--- src/rtl/fp16_to_int.sv ---
// rtl/fp16_to_int.sv - fp16 to integer converter, 2-stage valid/ready pipeline
module fp16_to_int #(
    parameter int INT_W  = 16,
    parameter bit SIGNED = 1'b1
) (
    input  logic             clk,
    input  logic             rst_n,
    input  logic             in_valid,
    output logic             in_ready,
    input  logic [15:0]      in_data,
    input  logic             in_rm,
    output logic             out_valid,
    input  logic             out_ready,
    output logic [INT_W-1:0] out_data,
    output logic             out_invalid,
    output logic             out_inexact
);

    localparam logic [33:0] POS_LIM = SIGNED ? ((34'd1 << (INT_W - 1)) - 34'd1)
                                             : ((34'd1 << INT_W) - 34'd1);
    localparam logic [33:0] NEG_LIM = SIGNED ? (34'd1 << (INT_W - 1)) : 34'd0;
    localparam logic [INT_W-1:0] MAX_VAL = POS_LIM[INT_W-1:0];
    localparam logic [INT_W-1:0] MIN_VAL = SIGNED ? {1'b1, {(INT_W-1){1'b0}}}
                                                  : {INT_W{1'b0}};

    logic s1_valid;
    logic s1_sign, s1_rm, s1_nan, s1_inf, s1_zero, s1_ovf, s1_g, s1_st;
    logic [32:0] s1_int;

    logic s2_adv, s1_adv;
    assign s2_adv   = !out_valid || out_ready;
    assign s1_adv   = !s1_valid || s2_adv;
    assign in_ready = rst_n && s1_adv;

    // Stage 1 decode: aligned word holds 33 integer bits above a 12-bit fraction.
    logic [4:0]  exp_f;
    logic [9:0]  mant;
    logic [4:0]  shamt;
    logic [44:0] aligned;
    logic        d_nan, d_inf, d_zero, d_ovf, d_g, d_st;
    logic [32:0] d_int;

    assign exp_f   = in_data[14:10];
    assign mant    = in_data[9:0];
    assign shamt   = exp_f - 5'd15;
    assign aligned = {32'd0, 1'b1, mant, 2'b00} << shamt;

    always_comb begin
        d_nan  = 1'b0;
        d_inf  = 1'b0;
        d_zero = 1'b0;
        d_ovf  = 1'b0;
        d_g    = 1'b0;
        d_st   = 1'b0;
        d_int  = '0;
        if (exp_f == 5'd31) begin
            d_nan = |mant;
            d_inf = ~|mant;
        end else if (exp_f == 5'd0) begin
            d_zero = ~|mant;
            d_st   = |mant;
        end else if (exp_f < 5'd15) begin
            // Only exponent 14 (value in [0.5,1)) puts the hidden bit in the guard position.
            d_g  = (exp_f == 5'd14);
            d_st = (exp_f == 5'd14) ? |mant : 1'b1;
        end else if (int'(shamt) > INT_W) begin
            d_ovf = 1'b1;
        end else begin
            d_int = aligned[44:12];
            d_g   = aligned[11];
            d_st  = |aligned[10:0];
        end
    end

    // Stage 2 round, range check and pack.
    logic             rnd_inc;
    logic [33:0]      rounded;
    logic [INT_W-1:0] d2_data;
    logic             d2_inv, d2_inx;

    always_comb begin
        rnd_inc = s1_rm && s1_g && (s1_st || s1_int[0]);
        rounded = {1'b0, s1_int} + {33'd0, rnd_inc};
        d2_data = '0;
        d2_inv  = 1'b0;
        d2_inx  = 1'b0;
        if (s1_nan) begin
            d2_data = MAX_VAL;
            d2_inv  = 1'b1;
        end else if (s1_inf || s1_ovf) begin
            d2_data = s1_sign ? MIN_VAL : MAX_VAL;
            d2_inv  = 1'b1;
        end else if (s1_zero) begin
            d2_data = '0;
        end else if (!s1_sign) begin
            if (rounded > POS_LIM) begin
                d2_data = MAX_VAL;
                d2_inv  = 1'b1;
            end else begin
                d2_data = rounded[INT_W-1:0];
                d2_inx  = s1_g || s1_st;
            end
        end else if (rounded == 34'd0) begin
            d2_inx = s1_g || s1_st;
        end else if (rounded > NEG_LIM) begin
            d2_data = MIN_VAL;
            d2_inv  = 1'b1;
        end else begin
            d2_data = INT_W'(0) - rounded[INT_W-1:0];
            d2_inx  = s1_g || s1_st;
        end
    end

    always_ff @(posedge clk) begin
        if (!rst_n) begin
            s1_valid    <= 1'b0;
            out_valid   <= 1'b0;
            out_data    <= '0;
            out_invalid <= 1'b0;
            out_inexact <= 1'b0;
        end else begin
            if (s1_adv) begin
                s1_valid <= in_valid;
            end
            if (s2_adv) begin
                out_valid <= s1_valid;
                if (s1_valid) begin
                    out_data    <= d2_data;
                    out_invalid <= d2_inv;
                    out_inexact <= d2_inx;
                end
            end
        end
    end

    always_ff @(posedge clk) begin
        if (s1_adv && in_valid) begin
            s1_sign <= in_data[15];
            s1_rm   <= in_rm;
            s1_nan  <= d_nan;
            s1_inf  <= d_inf;
            s1_zero <= d_zero;
            s1_ovf  <= d_ovf;
            s1_int  <= d_int;
            s1_g    <= d_g;
            s1_st   <= d_st;
        end
    end

endmodule

--- config.mk ---
export PLATFORM = sky130hd
export DESIGN_NAME = fp16_to_int
export DESIGN_NICKNAME = d
export VERILOG_FILES = /design/src/rtl/fp16_to_int.sv
export SDC_FILE = /design/constraint.sdc
export NUM_CORES = 1
export LEC_CHECK = 0
export ABC_AREA = 1
export BUFFER_PORTS_ARGS = -buffer_cell sky130_fd_sc_hd__buf_2
export CAP_MARGIN = 15
export CELL_PAD_IN_SITES_DETAIL_PLACEMENT = 1
export CELL_PAD_IN_SITES_GLOBAL_PLACEMENT = 1
export CORE_MARGIN = 5
export CORE_UTILIZATION = 43
export DETAILED_ROUTE_END_ITERATION = 7
export GPL_TIMING_DRIVEN = 0
export PLACE_DENSITY_LB_ADDON = 0.3
export SYNTH_ARGS = -nofsm -noshare
export SYNTH_HDL_FRONTEND = slang
export SYNTH_SLANG_ARGS = --single-unit
export TNS_END_PERCENT = 1
--- constraint.sdc ---
create_clock -name clk -period 3.8 [get_ports clk]
set_input_delay 0.76 -clock clk [delete_from_list [all_inputs] [get_ports clk]]
set_output_delay 0.76 -clock clk [all_outputs]
set_load 0.01 [all_outputs]
## After elaboration in Yosys (flattened, before gate mapping)

Cells that the tools add are included.

| word-level totals | value |
|---|---|
| flip-flop bits (word level) | 61 |
| input bits | 21 |
| output and inout port bits | 20 |
| word-level logic and storage cells | 75 |

| operators by class | value |
|---|---|
| $add $sub $neg | 3 |
| magnitude comparators | 4 |
| equal/unequal tests | 2 |
| shift-type cells | 1 |
| muxes and demuxes | 29 |
| bitwise operators | 1 |
| reduce and logical (&&, ||, !) cells | 21 |

Operators with widths:

| cell | number |
|---|---|
| 16-bit 2-to-1 mux | 8 |
| 13-bit by 5-bit left shift with 45-bit output | 1 |
| 33-bit by 1-bit adder with 34-bit output | 1 |
| 34-bit by 15-bit > comparator with 1-bit output, second input constant | 1 |
| 34-bit by 16-bit > comparator with 1-bit output, second input constant | 1 |
| 34-bit logical NOT | 1 |
| 1-bit 2-to-1 mux | 21 |
| 1-bit by 16-bit subtractor with 16-bit output, first input constant | 1 |
| 11-bit OR reduction | 1 |
| 10-bit OR reduction | 1 |
| 5-bit by 4-bit equality test with 1-bit output, second input constant | 1 |
| 5-bit equality test, second input constant | 1 |
| 5-bit > comparator, second input constant | 1 |
| 5-bit logical NOT | 1 |
| 1-bit logical OR | 5 |
| 5-bit by 4-bit less-than comparator with 1-bit output, second input constant | 1 |
| 5-bit by 4-bit subtractor with 5-bit output, second input constant | 1 |
| 1-bit logical AND | 4 |
| 2-bit OR reduction | 2 |
| 4-bit OR reduction | 1 |
| 1-bit logical NOT | 3 |
| 3-bit OR reduction | 1 |
| 2-bit AND reduction | 1 |
| 1-bit NOT | 1 |

## Longest topological paths before layout

| depth | value |
|---|---|
| depth in word-level cells | 10 |
| mapped depth | 20 |
| depth with buffers taken out | 20 |

## Worst setup path before layout

No wires, ideal clock.

| timing | value |
|---|---|
| path type | input -> register |
| start point | in in_data[10] |
| end point | reg s1_st (data pin) |
| library setup time | 0.264 ns |
| arrival | 2.542 ns |
| data required time | 3.536 ns |
| path slack | 0.994 ns |
| cell stages on the path | 13 |
| buffers on the path | 2 |
| cell sequence | clkbuf_1 > inv_1 > ha_1 > inv_1 > clkbuf_1 > nand2_1 > o21ai_0 > nand2_1 > o21ai_0 > or2_2 > nand4_1 > o31ai_1 > a21oi_1 |

| on the way | value |
|---|---|
| cells in the longest elaborated chain, start to end | 6 |
| elaborated cells between the ends (all ways) | 12 |
| those cells by class | add/sub: 1; order compare: 2; eq/ne: 2; shift: 1; mux: 4; reduce/logical: 2 |

RTL lines:

| item | RTL line | source |
|---|---|---|
| start, declared | 10 | `input logic [15:0] in_data,` |
| 5-bit by 4-bit subtractor with 5-bit output | 45 | `assign shamt = exp_f - 5'd15;` |
| 13-bit by 5-bit left shift with 45-bit output | 46 | `assign aligned = {32'd0, 1'b1, mant, 2'b00} << shamt;` |
| 11-bit OR reduction | 71 | `d_st = \|aligned[10:0];` |
| 1-bit 2-to-1 mux | 66 | `end else if (int'(shamt) > INT_W) begin` |
| 1-bit 2-to-1 mux | 62 | `end else if (exp_f < 5'd15) begin` |
| 1-bit 2-to-1 mux | 59 | `end else if (exp_f == 5'd0) begin` |
| end signal, assigned | 146 | `s1_st <= d_st;` |
| end, declared | 27 | `logic s1_sign, s1_rm, s1_nan, s1_inf, s1_zero, s1_ovf, s1_g, s1_st;` |

Several ways; a longest one is shown, not always the timed one.
A chain may end at the register's enable or synchronous reset.

## Worst setup path after layout

Ends and elaborated chain as after synthesis.

==> impl_metrics.prom <==
# TYPE chip_impl_metric gauge
chip_impl_info{name="startpoint_type",value="primary input"} 1
chip_impl_metric{name="hold_viol",unit=""} 0
chip_impl_metric{name="timing.clock.skew",unit="ps"} 11.9
chip_impl_info{name="worstReg2RegStart",value="s1_int[0]"} 1
chip_impl_metric{name="preCtsSetupSlack",unit="ps"} 193
chip_impl_metric{name="num-nets-final",unit=""} 841
chip_impl_info{name="holdCritStartpoint",value="out_data[15]"} 1
chip_impl_metric{name="cts_max_level",unit=""} 3
chip_impl_metric{name="cts_hold_buf",unit=""} 0
chip_impl_metric{name="r2r.worst_path.cells",unit=""} 20
chip_impl_metric{name="power-per-cell-area",unit="nW/µm²"} 326
chip_impl_metric{name="min_period_over_period",unit=""} 0.850
chip_impl_metric{name="detail-route-antenna-nets",unit=""} 0
chip_impl_metric{name="initial_utilization",unit=""} 0.441
chip_impl_metric{name="number_of_enable_flip_flop_cells_after_synthesis",unit=""} 40
chip_impl_info{name="cts.root.buffer_cell",value="clkbuf_8"} 1
chip_impl_metric{name="largest_net_degree_at_the_start_of_global_routing",unit=""} 28
chip_impl_metric{name="finalWirelength",unit="µm"} 15500
chip_impl_metric{name="place.port_buffers",unit=""} 40
chip_impl_metric{name="routed_length_per_instance",unit="µm"} 16.2
chip_impl_metric{name="final_wtd_congestion",unit=""} 0.883
chip_impl_metric{name="timing_worst_slew_pin_value",unit="ps"} 980
chip_impl_metric{name="critical-path-max-stage-delay",unit="ps"} 430
chip_impl_metric{name="drv_slew",unit=""} 0
chip_impl_metric{name="die_width",unit="µm"} 116
chip_impl_metric{name="drt-vias-per-instance",unit=""} 5.36
chip_impl_info{name="result_of_the_run",value="finished clean"} 1
chip_impl_metric{name="drt_pre_antenna_iters",unit=""} 4
chip_impl_metric{name="max-slew-margin-rel",unit=""} 0.342
chip_impl_info{name="cpMaxStageDelayCell",value="o21ai_0"} 1
chip_impl_metric{name="ys_seq_elements",unit=""} 60
chip_impl_metric{name="min_path_cells",unit=""} 2
chip_impl_metric{name="worst-path-buf-inv",unit=""} 5
chip_impl_metric{name="setup-violations-final",unit=""} 0
chip_impl_metric{name="placeableCoreArea",unit="µm²"} 10900
chip_impl_metric{name="cap_violations",unit=""} 0
chip_impl_info{name="synth-main-ff-cell",value="edfxtp_1"} 1
chip_impl_metric{name="sinks_on_clock_net",unit=""} 60
chip_impl_metric{name="ctsLongestPathBuffers",unit=""} 2
chip_impl_metric{name="wire_length_of_the_first_global_routing_pass",unit="µm"} 25500
chip_impl_metric{name="grt_pass1_vias",unit=""} 5357
chip_impl_metric{name="vdd_ir_drop_max",unit="mV"} 0.133
chip_impl_info{name="unrepaired_setup_endpoints_after_global_routing",value="false"} 1
chip_impl_metric{name="static-leakage-power",unit="nW"} 2.48
chip_impl_metric{name="number_of_warnings_issued_by_yosys",unit=""} 0
chip_impl_info{name="gate_family_responsible_for_the_most_delay_along_the_worst_path",value="compound AO/OA/AOI/OAI gates"} 1
chip_impl_metric{name="post-route-min-period",unit="ps"} 3230
chip_impl_metric{name="first_iter_violations",unit=""} 225
chip_impl_info{name="setup.worst_path.class",value="in -> reg"} 1
chip_impl_metric{name="boundaryPins",unit=""} 41
chip_impl_metric{name="dr_total_vias",unit=""} 5117
chip_impl_metric{name="synth.distinct_cells",unit=""} 43
chip_impl_metric{name="chipHeight",unit="µm"} 116
chip_impl_metric{name="final_core_utilization",unit=""} 0.502
chip_impl_metric{name="syn_area",unit="µm²"} 4810
chip_impl_metric{name="layout-area-overhead-vs-synth",unit="%"} 13.7
chip_impl_metric{name="maxClockFrequency",unit="MHz"} 309
chip_impl_info{name="cts_tree",value="built"} 1
chip_impl_metric{name="setup-tns-final",unit="ps"} 0
chip_impl_metric{name="postSynthAreaPerCell",unit="µm²"} 6.43
chip_impl_info{name="worstHoldEndpoint",value="out_data[15]"} 1
chip_impl_metric{name="hpwl_reported_at_the_end_of_detailed_placement",unit="µm"} 12500
chip_impl_metric{name="post_route_cells_drive_above_1_share",unit=""} 0.118
chip_impl_info{name="crit_chain",value="buf_2 -> clkbuf_1 -> inv_1 -> ha_1 -> inv_1 -> clkbuf_1 -> o21ai_0 -> mux2i_1 -> nand2_1 -> nand4_1 -> o31ai_1 -> a21oi_1"} 1
chip_impl_metric{name="placed_cell_area",unit="µm²"} 5250
chip_impl_metric{name="post_cts_resize_count",unit=""} 0
chip_impl_metric{name="clock_latency",unit="ps"} 360
chip_impl_metric{name="synthArstFlopShare",unit=""} 0
chip_impl_metric{name="fillerInstances",unit=""} 1550
chip_impl_metric{name="post_cts_buffers",unit=""} 0
chip_impl_info{name="cp_endpoint_kind",value="register"} 1
chip_impl_info{name="rr_endpoint",value="out_data[3]"} 1
chip_impl_metric{name="crit_path_max_fanout",unit=""} 10
chip_impl_metric{name="timing.reg2reg.setup_slack",unit="ps"} 590
chip_impl_info{name="hp-class",value="reg -> reg"} 1
chip_impl_metric{name="numCtsBuffers",unit=""} 9
chip_impl_metric{name="insertedDiodeCount",unit=""} 0
chip_impl_metric{name="antenna_found_initial",unit=""} 0
chip_impl_metric{name="clk_transition_reported_paths",unit="ps"} 80
chip_impl_metric{name="synth_seq_area_share",unit=""} 0.333
chip_impl_metric{name="globalRouteTotalUtil",unit=""} 0.241
chip_impl_metric{name="drt_drc",unit=""} 0
chip_impl_metric{name="globalRouteOverflowTotal",unit=""} 0
chip_impl_metric{name="row_count",unit=""} 38
chip_impl_metric{name="final.setup.worst_slack",unit="ps"} 569
chip_impl_metric{name="data_required_time_at_the_worst_endpoint",unit="ps"} 3890
chip_impl_metric{name="fin_area",unit="µm²"} 5460
chip_impl_metric{name="syn_inst",unit=""} 747
chip_impl_metric{name="die_area",unit="µm²"} 13400
chip_impl_metric{name="data_arrival_time_at_the_worst_slack_endpoint",unit="ps"} 3320
[kinds of logic after synthesis]
group	count (synthesis)	synth area share
AND/OR/NAND/NOR	452	0.414
AO/OA/AOI/OAI	110	0.125
buffers and inverters	104	0.0815
flip-flops	60	0.333
adder cells (fa/ha/maj)	10	0.0260
XOR/XNOR	7	0.0128
multiplexers	3	0.00625
other	1	0.000780
[cells in the final DEF, fill, tap and decap left out, types with 4 or more instances in the layout]
cell type and instances:
conb_1 12, ha_1 10, clkbuf_8 10, and2_1 4
nand2_2 13, o21ai_1 5, a211oi_1 6, o21ai_0 57
nor2_2 8, edfxtp_1 40, nand4_1 7, inv_1 82
nor2_1 93, buf_1 4, nand3_1 54, o22ai_1 4
buf_2 41, dfxtp_1 20, nand3b_1 12, nor3_1 8
xor2_1 6, clkbuf_1 12, a21oi_1 28, nand2_1 237
[stage by stage]
stage	instances	hold WS (ps)	total power, mW
floorplan	758	490	1.04
global placement	938	455	1.15
detailed placement	939	468	1.18
CTS	955	479	1.79
global route	955	505	1.88
finish	955	478	1.78
[cell usage after synthesis, drive strengths merged, types with 2 or more instances]
master,number,area share
a211oi,6,0.0094
nor3,9,0.010
clkinv,2,0.0016
o21ai,64,0.068
or2,3,0.0039
nand2,252,0.21
o31ai,2,0.0031
nand4,7,0.0091
ha,10,0.026
edfxtp,40,0.25
mux2i,3,0.0062
xor2,6,0.011
nor4,2,0.0026
buf,5,0.0042
nand3b,12,0.019
o22ai,4,0.0052
a21oi,28,0.029
clkbuf,12,0.0094
inv,85,0.066
nor2,105,0.094
nand3,56,0.060
nor3b,2,0.0031
dfxtp,20,0.083
and2,4,0.0052
[layer usage]
metal / up-vias / routed length, µm / global-route usage / share of wire
met2: 92 / 7940 / 0.440 / 0.51
li1: 2549 / - / - / -
met1: 2445 / 6600 / 0.277 / 0.43
met5: - / 0 / 0 / 0
met3: 31 / 427 / 0.0381 / 0.028
met4: 0 / 497 / 0.106 / 0.032
[report_power, final]
| group | internal (mW) | leakage (nW) | switching [mW] |
|---|---|---|---|
| logic | 0.119 | 1.81 | 0.265 |
| registers | 0.746 | 0.564 | 0.0382 |
| clock network | 0.334 | 0.109 | 0.279 |
[cell type report]
type,count,area [µm²],area share
Multi-Input combinational cell,594,2850,0.522
Sequential cell,60,1600,0.293
Inverter,87,327,0.0598
Timing Repair Buffer,41,228,0.0417
Clock buffer,12,188,0.0343
Tap cell,140,175,0.0321
Buffer,17,65.1,0.0119
Clock inverter,4,26.3,0.00481
[tightest hold or removal path, stage by stage (launching register included)]
cell	delay [ps]
dfxtp_1	310
nand2_1	60
a21oi_1	60
[sequential cells by signal, indices dropped and copies added, names as in the netlist]
name         flops
s1_int          32
s1_st            1
s1_ovf           1
s1_rm            1
s1_g             1
s1_nan           1
s1_sign          1
out_data        16
out_inexact      1
s1_inf           1
out_invalid      1
s1_zero          1
out_valid        1
s1_valid         1
[worst max-delay path by stage]
stage | slack (ps) | cells after the start | from | end
2_1_floorplan | 990 | 13 | in_data[10] | s1_st
3_3_place_gp | 270 | 12 | in_data[10] | s1_st
3_5_place_dp | 190 | 12 | in_data[10] | s1_st
4_1_cts | 580 | 12 | in_data[10] | s1_st
5_1_grt | 230 | 20 | s1_int[0] | out_data[7]
6_report | 570 | 12 | in_data[10] | s1_st
(Power assumes the default switching activity.)
